--- config.mk ---
export PLATFORM = sky130hd
export DESIGN_NAME = tx_dma_chan_ctrl_flat
export DESIGN_NICKNAME = d
export VERILOG_FILES = /design/src/rtl/tx_dma_chan_ctrl_pkg.sv /design/src/rtl/tx_dma_chan_ctrl_if.sv /design/src/rtl/tx_dma_chan_ctrl_fsm.sv /design/src/rtl/tx_dma_chan_ctrl.sv /design/src/flat_wrapper.sv
export SDC_FILE = /design/constraint.sdc
export NUM_CORES = 2
export LEC_CHECK = 0
export CORE_MARGIN = 8
export CORE_UTILIZATION = 55
export CTS_CLUSTER_SIZE = 14
export DETAILED_ROUTE_END_ITERATION = 12
export GPL_TIMING_DRIVEN = 0
export HOLD_SLACK_MARGIN = 0.02
export PLACE_DENSITY = 0.76
export SLEW_MARGIN = 20
export SYNTH_ARGS = -nofsm -noshare
export SYNTH_HDL_FRONTEND = slang
export SYNTH_SLANG_ARGS = --single-unit
--- constraint.sdc ---
create_clock -name CLK -period 3.2 [get_ports CLK]
set_input_delay 0.64 -clock CLK [delete_from_list [all_inputs] [get_ports CLK]]
set_output_delay 0.64 -clock CLK [all_outputs]
set_load 0.02 [all_outputs]
--- src/rtl/tx_dma_chan_ctrl_pkg.sv ---
// tx_dma_chan_ctrl_pkg: shared state encoding, register offsets and STATUS layout
package tx_dma_chan_ctrl_pkg;
  typedef enum logic [1:0] {
    ST_STOPPED  = 2'd0,
    ST_RUNNING  = 2'd1,
    ST_STOPPING = 2'd2
  } chan_state_t;
  localparam logic [3:0] REG_CONTROL = 4'h0;
  localparam logic [3:0] REG_STATUS  = 4'h4;
  localparam logic [3:0] REG_PENDING = 4'h8;
  localparam logic [3:0] REG_DROPS   = 4'hC;
  localparam int ST_STATE_LSB = 0;
  localparam int ST_TOUT_BIT  = 2;
  localparam int ST_UNF_BIT   = 3;
endpackage

--- src/rtl/tx_dma_chan_ctrl_if.sv ---
// tx_dma_chan_ctrl_if: MI configuration bus between software master and the controller
interface tx_dma_chan_ctrl_if #(
  parameter int MI_WIDTH = 32
);
  logic [MI_WIDTH-1:0]   MI_ADDR;
  logic [MI_WIDTH-1:0]   MI_DWR;
  logic [MI_WIDTH/8-1:0] MI_BE;
  logic                  MI_RD;
  logic                  MI_WR;
  logic [MI_WIDTH-1:0]   MI_DRD;
  logic                  MI_ARDY;
  logic                  MI_DRDY;
  modport master (output MI_ADDR, MI_DWR, MI_BE, MI_RD, MI_WR, input MI_DRD, MI_ARDY, MI_DRDY);
  modport slave  (input MI_ADDR, MI_DWR, MI_BE, MI_RD, MI_WR, output MI_DRD, MI_ARDY, MI_DRDY);
endinterface

--- src/rtl/tx_dma_chan_ctrl_fsm.sv ---
// tx_dma_chan_ctrl_fsm: one channel's start/stop FSM, in-flight counter, stop timer, flags and drops
module tx_dma_chan_ctrl_fsm
  import tx_dma_chan_ctrl_pkg::*;
#(
  parameter int PEND_WIDTH   = 10,
  parameter int CNTRS_WIDTH  = 32,
  parameter int STOP_TIMEOUT = 65535
) (
  input  logic                   CLK,
  input  logic                   RESET_N,
  input  logic                   ctrl_wr_i,
  input  logic                   wr_bit_i,
  input  logic                   drops_clr_i,
  input  logic                   acc_i,
  input  logic                   done_i,
  output chan_state_t            state_o,
  output logic                   ctrl_o,
  output logic                   tout_o,
  output logic                   unf_o,
  output logic [PEND_WIDTH-1:0]  pend_o,
  output logic [CNTRS_WIDTH-1:0] drops_o
);
  localparam int TW = $clog2(STOP_TIMEOUT + 1);
  chan_state_t            state_q;
  logic                   ctrl_q, tout_q, unf_q;
  logic [TW-1:0]          timer_q;
  logic [PEND_WIDTH-1:0]  pend_q;
  logic [CNTRS_WIDTH-1:0] drops_q;
  logic running, start, stop, force_stop, acc_ok, underflow;
  assign running    = state_q == ST_RUNNING;
  assign start      = ctrl_wr_i && wr_bit_i && !ctrl_q;
  assign stop       = ctrl_wr_i && !wr_bit_i && ctrl_q;
  assign force_stop = state_q == ST_STOPPING && !start && pend_q != '0 && timer_q == TW'(1);
  assign acc_ok     = acc_i && running;
  assign underflow  = done_i && !acc_ok && pend_q == '0;
  // channel state machine: start/stop requests, drain detection and stop timeout
  always_ff @(posedge CLK or negedge RESET_N)
    if (!RESET_N) begin
      state_q <= ST_STOPPED;
      ctrl_q  <= 1'b0;
      tout_q  <= 1'b0;
      timer_q <= '0;
    end else begin
      if (ctrl_wr_i) ctrl_q <= wr_bit_i;
      if (start) begin
        state_q <= ST_RUNNING;
        if (state_q == ST_STOPPED) tout_q <= 1'b0;
      end else if (stop) begin
        state_q <= ST_STOPPING;
        timer_q <= TW'(STOP_TIMEOUT);
      end else if (state_q == ST_STOPPING) begin
        if (pend_q == '0) state_q <= ST_STOPPED;
        else if (force_stop) begin
          state_q <= ST_STOPPED;
          tout_q  <= 1'b1;
        end else timer_q <= timer_q - TW'(1);
      end
    end
  // in-flight packet counter, underflow flag and saturating drop counter
  always_ff @(posedge CLK or negedge RESET_N)
    if (!RESET_N) begin
      pend_q  <= '0;
      unf_q   <= 1'b0;
      drops_q <= '0;
    end else begin
      if (force_stop) pend_q <= '0;
      else if (acc_ok && !done_i && pend_q != '1) pend_q <= pend_q + PEND_WIDTH'(1);
      else if (done_i && !acc_ok && pend_q != '0) pend_q <= pend_q - PEND_WIDTH'(1);
      if (underflow) unf_q <= 1'b1;
      else if (start && state_q == ST_STOPPED) unf_q <= 1'b0;
      if (drops_clr_i) drops_q <= '0;
      else if (acc_i && !running && drops_q != '1) drops_q <= drops_q + CNTRS_WIDTH'(1);
    end
  assign state_o = state_q;
  assign ctrl_o  = ctrl_q;
  assign tout_o  = tout_q;
  assign unf_o   = unf_q;
  assign pend_o  = pend_q;
  assign drops_o = drops_q;
endmodule

--- src/rtl/tx_dma_chan_ctrl.sv ---
// tx_dma_chan_ctrl: MI register decode and read mux over per-channel start/stop controllers
module tx_dma_chan_ctrl
  import tx_dma_chan_ctrl_pkg::*;
#(
  parameter int CHANNELS     = 8,
  parameter int MI_WIDTH     = 32,
  parameter int PEND_WIDTH   = 10,
  parameter int CNTRS_WIDTH  = 32,
  parameter int STOP_TIMEOUT = 65535
) (
  input  logic                        CLK,
  input  logic                        RESET_N,
  tx_dma_chan_ctrl_if.slave           mi,
  input  logic                        PKT_ACC_VLD,
  input  logic [$clog2(CHANNELS)-1:0] PKT_ACC_CHAN,
  input  logic                        PKT_DONE_VLD,
  input  logic [$clog2(CHANNELS)-1:0] PKT_DONE_CHAN,
  output logic [CHANNELS-1:0]         CHAN_ENABLE,
  output logic [CHANNELS-1:0]         CHAN_ACTIVE
);
  localparam int CW = $clog2(CHANNELS);
  logic [CW-1:0]       ch;
  logic [3:0]          off;
  logic                wr_ok;
  logic [MI_WIDTH-1:0] ctrl_a [CHANNELS];
  logic [MI_WIDTH-1:0] status_a [CHANNELS];
  logic [MI_WIDTH-1:0] pend_a [CHANNELS];
  logic [MI_WIDTH-1:0] drops_a [CHANNELS];
  logic [MI_WIDTH-1:0] rd_data, drd_q;
  logic                drdy_q;
  logic                unused;
  assign ch     = mi.MI_ADDR[CW+3:4];
  assign off    = mi.MI_ADDR[3:0];
  assign wr_ok  = mi.MI_WR && mi.MI_BE[0];
  assign unused = ^{mi.MI_ADDR[MI_WIDTH-1:CW+4], mi.MI_DWR[MI_WIDTH-1:1], mi.MI_BE[MI_WIDTH/8-1:1]};
  for (genvar i = 0; i < CHANNELS; i++) begin : g_ch
    chan_state_t            st;
    logic                   ctrl, tout, unf;
    logic [PEND_WIDTH-1:0]  pend;
    logic [CNTRS_WIDTH-1:0] drops;
    tx_dma_chan_ctrl_fsm #(
      .PEND_WIDTH  (PEND_WIDTH),
      .CNTRS_WIDTH (CNTRS_WIDTH),
      .STOP_TIMEOUT(STOP_TIMEOUT)
    ) u_fsm (
      .CLK        (CLK),
      .RESET_N    (RESET_N),
      .ctrl_wr_i  (wr_ok && off == REG_CONTROL && ch == CW'(i)),
      .wr_bit_i   (mi.MI_DWR[0]),
      .drops_clr_i(wr_ok && off == REG_DROPS && ch == CW'(i)),
      .acc_i      (PKT_ACC_VLD && PKT_ACC_CHAN == CW'(i)),
      .done_i     (PKT_DONE_VLD && PKT_DONE_CHAN == CW'(i)),
      .state_o    (st),
      .ctrl_o     (ctrl),
      .tout_o     (tout),
      .unf_o      (unf),
      .pend_o     (pend),
      .drops_o    (drops)
    );
    assign CHAN_ENABLE[i] = st == ST_RUNNING;
    assign CHAN_ACTIVE[i] = st != ST_STOPPED;
    assign ctrl_a[i]      = MI_WIDTH'(ctrl);
    assign status_a[i]    = (MI_WIDTH'(st) << ST_STATE_LSB) | (MI_WIDTH'(tout) << ST_TOUT_BIT) |
                            (MI_WIDTH'(unf) << ST_UNF_BIT);
    assign pend_a[i]      = MI_WIDTH'(pend);
    assign drops_a[i]     = MI_WIDTH'(drops);
  end
  // register read mux; unmapped offsets return zero
  always_comb
    rd_data = off == REG_CONTROL ? ctrl_a[ch] :
              off == REG_STATUS  ? status_a[ch] :
              off == REG_PENDING ? pend_a[ch] :
              off == REG_DROPS   ? drops_a[ch] : '0;
  // read data is registered so it reflects state before any same-cycle update
  always_ff @(posedge CLK or negedge RESET_N)
    if (!RESET_N) begin
      drd_q  <= '0;
      drdy_q <= 1'b0;
    end else begin
      drdy_q <= mi.MI_RD;
      drd_q  <= mi.MI_RD ? rd_data : '0;
    end
  assign mi.MI_DRD  = drd_q;
  assign mi.MI_DRDY = drdy_q;
  assign mi.MI_ARDY = 1'b1;
endmodule
--- src/flat_wrapper.sv ---
// flat-port wrapper written by rule: the top's interface ports become plain ports
module tx_dma_chan_ctrl_flat import tx_dma_chan_ctrl_pkg::*;
#(
  parameter int CHANNELS     = 8,
  parameter int MI_WIDTH     = 32,
  parameter int PEND_WIDTH   = 10,
  parameter int CNTRS_WIDTH  = 32,
  parameter int STOP_TIMEOUT = 65535
)
  (CLK, RESET_N, PKT_ACC_VLD, PKT_ACC_CHAN, PKT_DONE_VLD, PKT_DONE_CHAN, CHAN_ENABLE, CHAN_ACTIVE, mi_MI_ADDR, mi_MI_DWR, mi_MI_BE, mi_MI_RD, mi_MI_WR, mi_MI_DRD, mi_MI_ARDY, mi_MI_DRDY);
  tx_dma_chan_ctrl_if #(.MI_WIDTH(MI_WIDTH)) mi_i ();
  input  logic CLK;
  input  logic RESET_N;
  input  logic PKT_ACC_VLD;
  input  logic [$clog2(CHANNELS)-1:0] PKT_ACC_CHAN;
  input  logic PKT_DONE_VLD;
  input  logic [$clog2(CHANNELS)-1:0] PKT_DONE_CHAN;
  output logic [CHANNELS-1:0] CHAN_ENABLE;
  output logic [CHANNELS-1:0] CHAN_ACTIVE;
  input wire logic [$bits(mi_i.MI_ADDR)-1:0] mi_MI_ADDR;
  input wire logic [$bits(mi_i.MI_DWR)-1:0] mi_MI_DWR;
  input wire logic [$bits(mi_i.MI_BE)-1:0] mi_MI_BE;
  input wire logic [$bits(mi_i.MI_RD)-1:0] mi_MI_RD;
  input wire logic [$bits(mi_i.MI_WR)-1:0] mi_MI_WR;
  output wire logic [$bits(mi_i.MI_DRD)-1:0] mi_MI_DRD;
  output wire logic [$bits(mi_i.MI_ARDY)-1:0] mi_MI_ARDY;
  output wire logic [$bits(mi_i.MI_DRDY)-1:0] mi_MI_DRDY;
  assign mi_i.MI_ADDR = mi_MI_ADDR;
  assign mi_i.MI_DWR = mi_MI_DWR;
  assign mi_i.MI_BE = mi_MI_BE;
  assign mi_i.MI_RD = mi_MI_RD;
  assign mi_i.MI_WR = mi_MI_WR;
  assign mi_MI_DRD = mi_i.MI_DRD;
  assign mi_MI_ARDY = mi_i.MI_ARDY;
  assign mi_MI_DRDY = mi_i.MI_DRDY;
  tx_dma_chan_ctrl #(.CHANNELS(CHANNELS), .MI_WIDTH(MI_WIDTH), .PEND_WIDTH(PEND_WIDTH), .CNTRS_WIDTH(CNTRS_WIDTH), .STOP_TIMEOUT(STOP_TIMEOUT)) u_core (.CLK(CLK), .RESET_N(RESET_N), .mi(mi_i), .PKT_ACC_VLD(PKT_ACC_VLD), .PKT_ACC_CHAN(PKT_ACC_CHAN), .PKT_DONE_VLD(PKT_DONE_VLD), .PKT_DONE_CHAN(PKT_DONE_CHAN), .CHAN_ENABLE(CHAN_ENABLE), .CHAN_ACTIVE(CHAN_ACTIVE));
endmodule
# After elaboration in Yosys (flattened, before gate mapping)
# Index checks and enable logic that the tools add are counted.
# totals
regBits	537
output_inout_bits	50
# classes
addsub	32
magnitude_cmp	1
eq_ne	104
muxes	193
n_bitwise	25
n_reduce_logical	328
# ops
operator	count
$mux W32	29
$mux W16	32
$bmux W32 S3	4
$add A32 B1 Y32 const B	8
$ne A32 B32 Y1 const B	8
$or A32 B4 Y32	8
$mux W10	24
$logic_and A1 B1 Y1	163
$eq A16 B1 Y1 const B	8
$sub A16 B1 Y16 const B	8
$reduce_bool A2 Y1	48
$add A10 B1 Y10 const B	8
$logic_not A10 Y1	8
$mux W2	40
$ne A10 B10 Y1 const B	8
$reduce_bool A10 Y1	8
$sub A10 B1 Y10 const B	8
$mux W1	64
$ne A2 B2 Y1 const B	32
$reduce_bool A3 Y1	16
$logic_not A1 Y1	41
$reduce_and A5 Y1	8
$eq A3 B3 Y1 const B	12
$reduce_and A4 Y1	8
other kinds (16)	82

# Depth between registers and ports, before layout
# logic_depth
depth_word	14
mapped_depth	12

# Hierarchy
# Synthesis repeated with hierarchy kept, for this count alone.
# unflattened
cells_unflattened	3597
area_unflattened_um2	34893.5
# modules_own_cells
mod	instances	cells_per_inst	area_each_um2	seq_area_each_um2
tx_dma_chan_ctrl_fsm at u_core.g_ch[0].u_fsm ...	5	410	3838.7	1576.5
tx_dma_chan_ctrl	1	321	4210.3	825.8
tx_dma_chan_ctrl_fsm at u_core.g_ch[5].u_fsm	1	415	3863.7	1576.5
tx_dma_chan_ctrl_fsm at u_core.g_ch[6].u_fsm	1	408	3833.7	1576.5
tx_dma_chan_ctrl_fsm at u_core.g_ch[7].u_fsm	1	403	3792.4	1576.5

# Worst setup path before layout
# Ideal clock, no wire load.
# synth_timing
kind	input-to-reg
start	in PKT_ACC_CHAN[1]
end	reg u_core.g_ch[0].u_fsm.pend_q[9]
setup_time_ns	0.094
t_arrival_ns	3.696
t_required_ns	3.106
slack_ns	-0.590
path_stages	12
path_buffers	2
cell_sequence	clkbuf_1 > or4b_1 > nand3b_1 > or3_1 > clkbuf_1 > ha_1 > a211oi_1 > o211ai_1 > a41oi_1 > mux2i_1 > nor2_1 > a211oi_1
# synth_via
elab_chain_cells	7
# synth_lines
item	line	rtl
from (decl)	flat_wrapper.sv:15	input logic [$clog2(CHANNELS)-1:0] PKT_ACC_CHAN;
$logic_not A3 Y1 (*)	tx_dma_chan_ctrl.sv:51	.acc_i (PKT_ACC_VLD && PKT_ACC_CHAN == CW'(i)),
$logic_and A1 B1 Y1 (*)	tx_dma_chan_ctrl.sv:51	
$logic_and A1 B1 Y1 (*)	tx_dma_chan_ctrl_fsm.sv:34	assign acc_ok = acc_i && running;
$logic_and A1 B1 Y1 or $logic_not A1 Y1 (tied branches)	tx_dma_chan_ctrl_fsm.sv:67, tx_dma_chan_ctrl_fsm.sv:68	
$logic_and A1 B1 Y1, on equally long branches	tx_dma_chan_ctrl_fsm.sv:67, tx_dma_chan_ctrl_fsm.sv:68	
$mux W10 or $logic_and A1 B1 Y1 (tied branches)	tx_dma_chan_ctrl_fsm.sv:67, tx_dma_chan_ctrl_fsm.sv:68	
$mux W10 or $reduce_bool A3 Y1 (tied branches)	--	
to (signal assigned)	tx_dma_chan_ctrl_fsm.sv:67	else if (acc_ok && !done_i && pend_q != '1) pend_q <= pend_q + PEND_WIDTH'(1);
to (signal assigned)	tx_dma_chan_ctrl_fsm.sv:68	else if (done_i && !acc_ok && pend_q != '0) pend_q <= pend_q - PEND_WIDTH'(1);
to (decl)	tx_dma_chan_ctrl_fsm.sv:27	logic [PEND_WIDTH-1:0] pend_q;
# Every way passes the cells marked *; elsewhere a longest branch is shown, timed or not.
# A chain may end at the register's enable or synchronous reset.

# Worst setup path after layout
# layout_timing
start	in mi_MI_ADDR[5]
end	reg u_core.drd_q[1] (netlist: u_core.mi.MI_DRD[1])
# layout_via
elab_chain_cells	9
# layout_lines
item	line	rtl
from (decl)	flat_wrapper.sv:20	input wire logic [$bits(mi_i.MI_ADDR)-1:0] mi_MI_ADDR;
$not A3 Y4 (not written as such) (*)	--	
$bmux W32 S3	tx_dma_chan_ctrl.sv:73	off == REG_DROPS ? drops_a[ch] : '0;
$mux W32 (not written as such) (2 in series)	tx_dma_chan_ctrl.sv:73	
$mux W32	tx_dma_chan_ctrl.sv:73	
$mux W32	tx_dma_chan_ctrl.sv:72	off == REG_PENDING ? pend_a[ch] :
$mux W32	tx_dma_chan_ctrl.sv:71	off == REG_STATUS ? status_a[ch] :
$mux W32 (*)	tx_dma_chan_ctrl.sv:70	rd_data = off == REG_CONTROL ? ctrl_a[ch] :
$mux W32 (*)	tx_dma_chan_ctrl.sv:81	drd_q <= mi.MI_RD ? rd_data : '0;
to (signal assigned)	tx_dma_chan_ctrl.sv:81	
to (decl)	tx_dma_chan_ctrl.sv:29	logic [MI_WIDTH-1:0] rd_data, drd_q;
# Every way passes the cells marked *; elsewhere a longest branch is shown, timed or not. The select of a mux whose other input is x is not followed.

==> impl_metrics.env <==
export IMPL_gp_congestion=0.9994
export IMPL_drc=0
export IMPL_drive_gt1_share_pct=11.18
export IMPL_startpoint="mi_MI_ADDR[5]"
export IMPL_hold_violations=0
export IMPL_multi_input_area_mm2=0.01896
export IMPL_ys_seq_area_share_pct=40.97
export IMPL_status="finished with violations"
export IMPL_ys_warn_count=0
export IMPL_dr_pass1_iters=6
export IMPL_numClockSinks=537
export IMPL_relSlewSlack_pct=31.98
export IMPL_first_global_vias=26850
export IMPL_power_uw=23340
export IMPL_n_fill_cell=4759
export IMPL_p_leak_uw=0.01572
export IMPL_grt_pass1_wl_um=147100
export IMPL_die_h_um=260.2
export IMPL_critPathKind="in2reg"
export IMPL_numPortBuffers=66
export IMPL_cpPeakStageDelay_ns=0.81
export IMPL_worst_pin_slew_ns=1.006
export IMPL_synth_nets=3612
export IMPL_numCtsBuffers=60
export IMPL_dp_hpwl_um=68320
export IMPL_final_nets=3766
export IMPL_synth_edf_count=0
export IMPL_final_setup_viol_count=3
export IMPL_arrival_ns=3.70
export IMPL_vias=28080
export IMPL_ff2ff_path_depth=9
export IMPL_irDropWorstVdd_mv=0.5531
export IMPL_vias_per_cell=6.359
export IMPL_overflow=0
export IMPL_clk_pin_slew_worst_paths_ns=0.06
export IMPL_clk_path_buf_depth=3
export IMPL_fin_ws_ns=-0.02392
export IMPL_layout_commonest_cell="dfrtp_1"
export IMPL_syn_cell_area_mm2=0.03280
export IMPL_rr_endpoint="u_core.g_ch[3].u_fsm.pend_o[9]$_DFFE_PN0P_"
export IMPL_fmax_ghz=0.3102
export IMPL_synthFlopType="dfrtp_1"
export IMPL_final_util_pct=63.79
export IMPL_register_area_mm2=0.01344
export IMPL_track_usage_pct=27.06
export IMPL_wirelength_um=93320
export IMPL_hp_class="in2async"
export IMPL_rsz0062_at_grt="true"
export IMPL_critical_path_slowest_cell="clkbuf_1"
export IMPL_finClkSkew_ns=0.02002
export IMPL_cap_violations=0
export IMPL_layout_common_cells="dfrtp_1, nor2_1, nand2_1, xnor2_1, nand3_1"
export IMPL_die_w_um=260.2
export IMPL_area_growth_pct=14.78
export IMPL_grt_max_degree=97
export IMPL_clkLatencyLatePin_ns=0.64
export IMPL_path_cells="buf_2 -> clkbuf_1 -> clkbuf_1 -> clkbuf_1 -> mux4_2 -> mux2i_1 -> o22ai_1"
export IMPL_coreArea_mm2=0.05902
export IMPL_async_flop_share_pct=100.0
export IMPL_r2r_start="u_core.g_ch[3].u_fsm.state_o[1]$_DFFE_PN0P_"
export IMPL_drtAntennaViolNets=0
export IMPL_tritoncts="built"
export IMPL_ys_ff_latch=537
export IMPL_syn_instance_count=3436
export IMPL_antenna_found_initial=6
export IMPL_pin_count=130
export IMPL_start_util_pct=55.58
export IMPL_maxSlewViolCount=0
export IMPL_wire_per_inst_um=21.14
export IMPL_min_period_ns=3.224
export IMPL_reg2reg_slack_ns=0.06
export IMPL_cellPowerDensity_mw_per_mm2=619.9
export IMPL_rows=89
export IMPL_drtIter0Drc=3097
export IMPL_critPathCapture="u_core.mi.MI_DRD[1]$_DFF_PN0_"
export IMPL_violations="negative setup slack"
export IMPL_setup_worst_path_start_class="input pin"
export IMPL_worst_setup_path_end_kind="flop"
export IMPL_fin_crit_sh_pct=100.7
export IMPL_worstPathRequired_ns=3.68
export IMPL_path_max_fanout=10
export IMPL_crit_top_cell="clkbuf_1"
export IMPL_root_buffer="clkbuf_16"
export IMPL_synth_cell_types=82
export IMPL_syn_area_per_cell_um2=9.546
export IMPL_die_area_mm2=0.06771
export IMPL_h_tree_depth=2
==> logic make-up after synthesis <==
kind of cell	count (synthesis)	synth area share, %
fa+ha+maj	96	3.845
xor+xnor	368	9.826
other cells	1	0.01143
flops	537	40.97
simple gates	1661	25.96
buf+inv	209	2.575
mux	182	9.582
compound gates	382	7.236
==> worst min path at each step <==
stage                                                         endpoint  depth (start not counted)                                   start
after floorplan                u_core.g_ch[0].u_fsm.ctrl_o$_DFFE_PN0N_                          0                                 RESET_N
after global placement          u_core.g_ch[5].u_fsm.unf_o$_DFFE_PN0P_                          2  u_core.g_ch[5].u_fsm.unf_o$_DFFE_PN0P_
after detailed placement        u_core.g_ch[5].u_fsm.unf_o$_DFFE_PN0P_                          2  u_core.g_ch[5].u_fsm.unf_o$_DFFE_PN0P_
after CTS                 u_core.g_ch[3].u_fsm.drops_o[29]$_DFFE_PN0P_                          3                           mi_MI_ADDR[6]
after global routing      u_core.g_ch[3].u_fsm.drops_o[29]$_DFFE_PN0P_                          3                           mi_MI_ADDR[6]
final                      u_core.g_ch[6].u_fsm.timer_q[3]$_DFFE_PN0P_                          2                                 RESET_N
==> per-stage QoR <==
step            TNS (ns)  area, um^2  setup WS (ns)  hold WS [ns]  cells
4_1_cts        -0.004036       37440      -0.004036        0.4684   4409
2_1_floorplan    -0.3946       32960        -0.1642        0.3444   3436
3_3_place_gp           -       34580         -22.55        0.4684   4275
6_report        -0.02729       37650       -0.02392        0.4987   4415
3_5_place_dp     -243.23       34780         -1.266        0.4849   4281
5_1_grt          -0.2888       37650       -0.08635        0.4884   4414
==> worst max-delay path: cells and delay by family <==
kind	cells	cell delay [ns]
multiplexers	2	0.50
buffers and inverters	4	2.19
AO/OA/AOI/OAI	1	0.36
==> per-layer routing <==
metal | part of all wire, % | GRT usage (%) | vias to the layer above | routed length [um]
met2 | 45 | 41.89 | 1309 | 42210
met3 | 10 | 6.057 | 225 | 9522
met5 | 0.045 | 0 | - | 42
li1 | - | - | 12810 | -
met4 | 3.9 | 10.13 | 6 | 3611
met1 | 41 | 37.10 | 13720 | 37930
==> area by class of cell <==
class                   count  area share [%]
multi-input cells        2690           50.36
flip-flops and latches    537           35.71
clock buffers              76           4.550
repair buffers             94           2.682
well taps                 773           2.569
plain buffers             134           1.698
clock inverters            35           1.688
inverters                  73          0.7278
diodes                      3         0.01994
==> power by group <==
group          switching [uW]  internal [uW]  leakage (uW)  total (uW)
Sequential               1390           7520       0.00703        8910
Clock                    3000           5150       0.00113        8150
Combinational            3230           3050       0.00756        6280
Total                    7620          15700        0.0157       23300
==> Yosys cell counts (all sizes together), types with 32 or more instances <==
cell	n	share of area, %
nand2	343	3.9
inv	73	0.84
dfrtp	537	41
nor3	139	2.1
mux2i	71	2.2
or4	33	0.79
o21ai	102	1.6
and3	55	1.0
mux4	105	7.2
nand4	128	2.4
nor4	89	1.7
and4	32	0.85
nor2	409	4.7
buf	37	0.61
clkbuf	99	1.1
xor2	121	3.2
a21oi	128	2.0
or3	82	1.6
xnor2	247	6.6
ha	88	3.4
nand3	179	2.7
==> registers in the layout, summed over array words and instances (netlist names) <==
| register | cells |
|---|---|
| u_core.g_ch.u_fsm.drops_o | 256 |
| u_core.mi.MI_DRDY | 1 |
| u_core.g_ch.u_fsm.unf_o | 8 |
| u_core.mi.MI_DRD | 32 |
| u_core.g_ch.u_fsm.timer_q | 128 |
| u_core.g_ch.u_fsm.pend_o | 80 |
| u_core.g_ch.u_fsm.state_o | 16 |
| u_core.g_ch.u_fsm.tout_o | 8 |
| u_core.g_ch.u_fsm.ctrl_o | 8 |
==> what timing repair did <==
item	in CTS	in global routing
hold endpoints to repair	42	0
pin swaps	9	7
gates cloned	1	0
hold buffers	1	0
setup endpoints to repair	165	67
setup buffers	17	2
gates resized for setup	43	48
(Power assumes the default switching activity.)
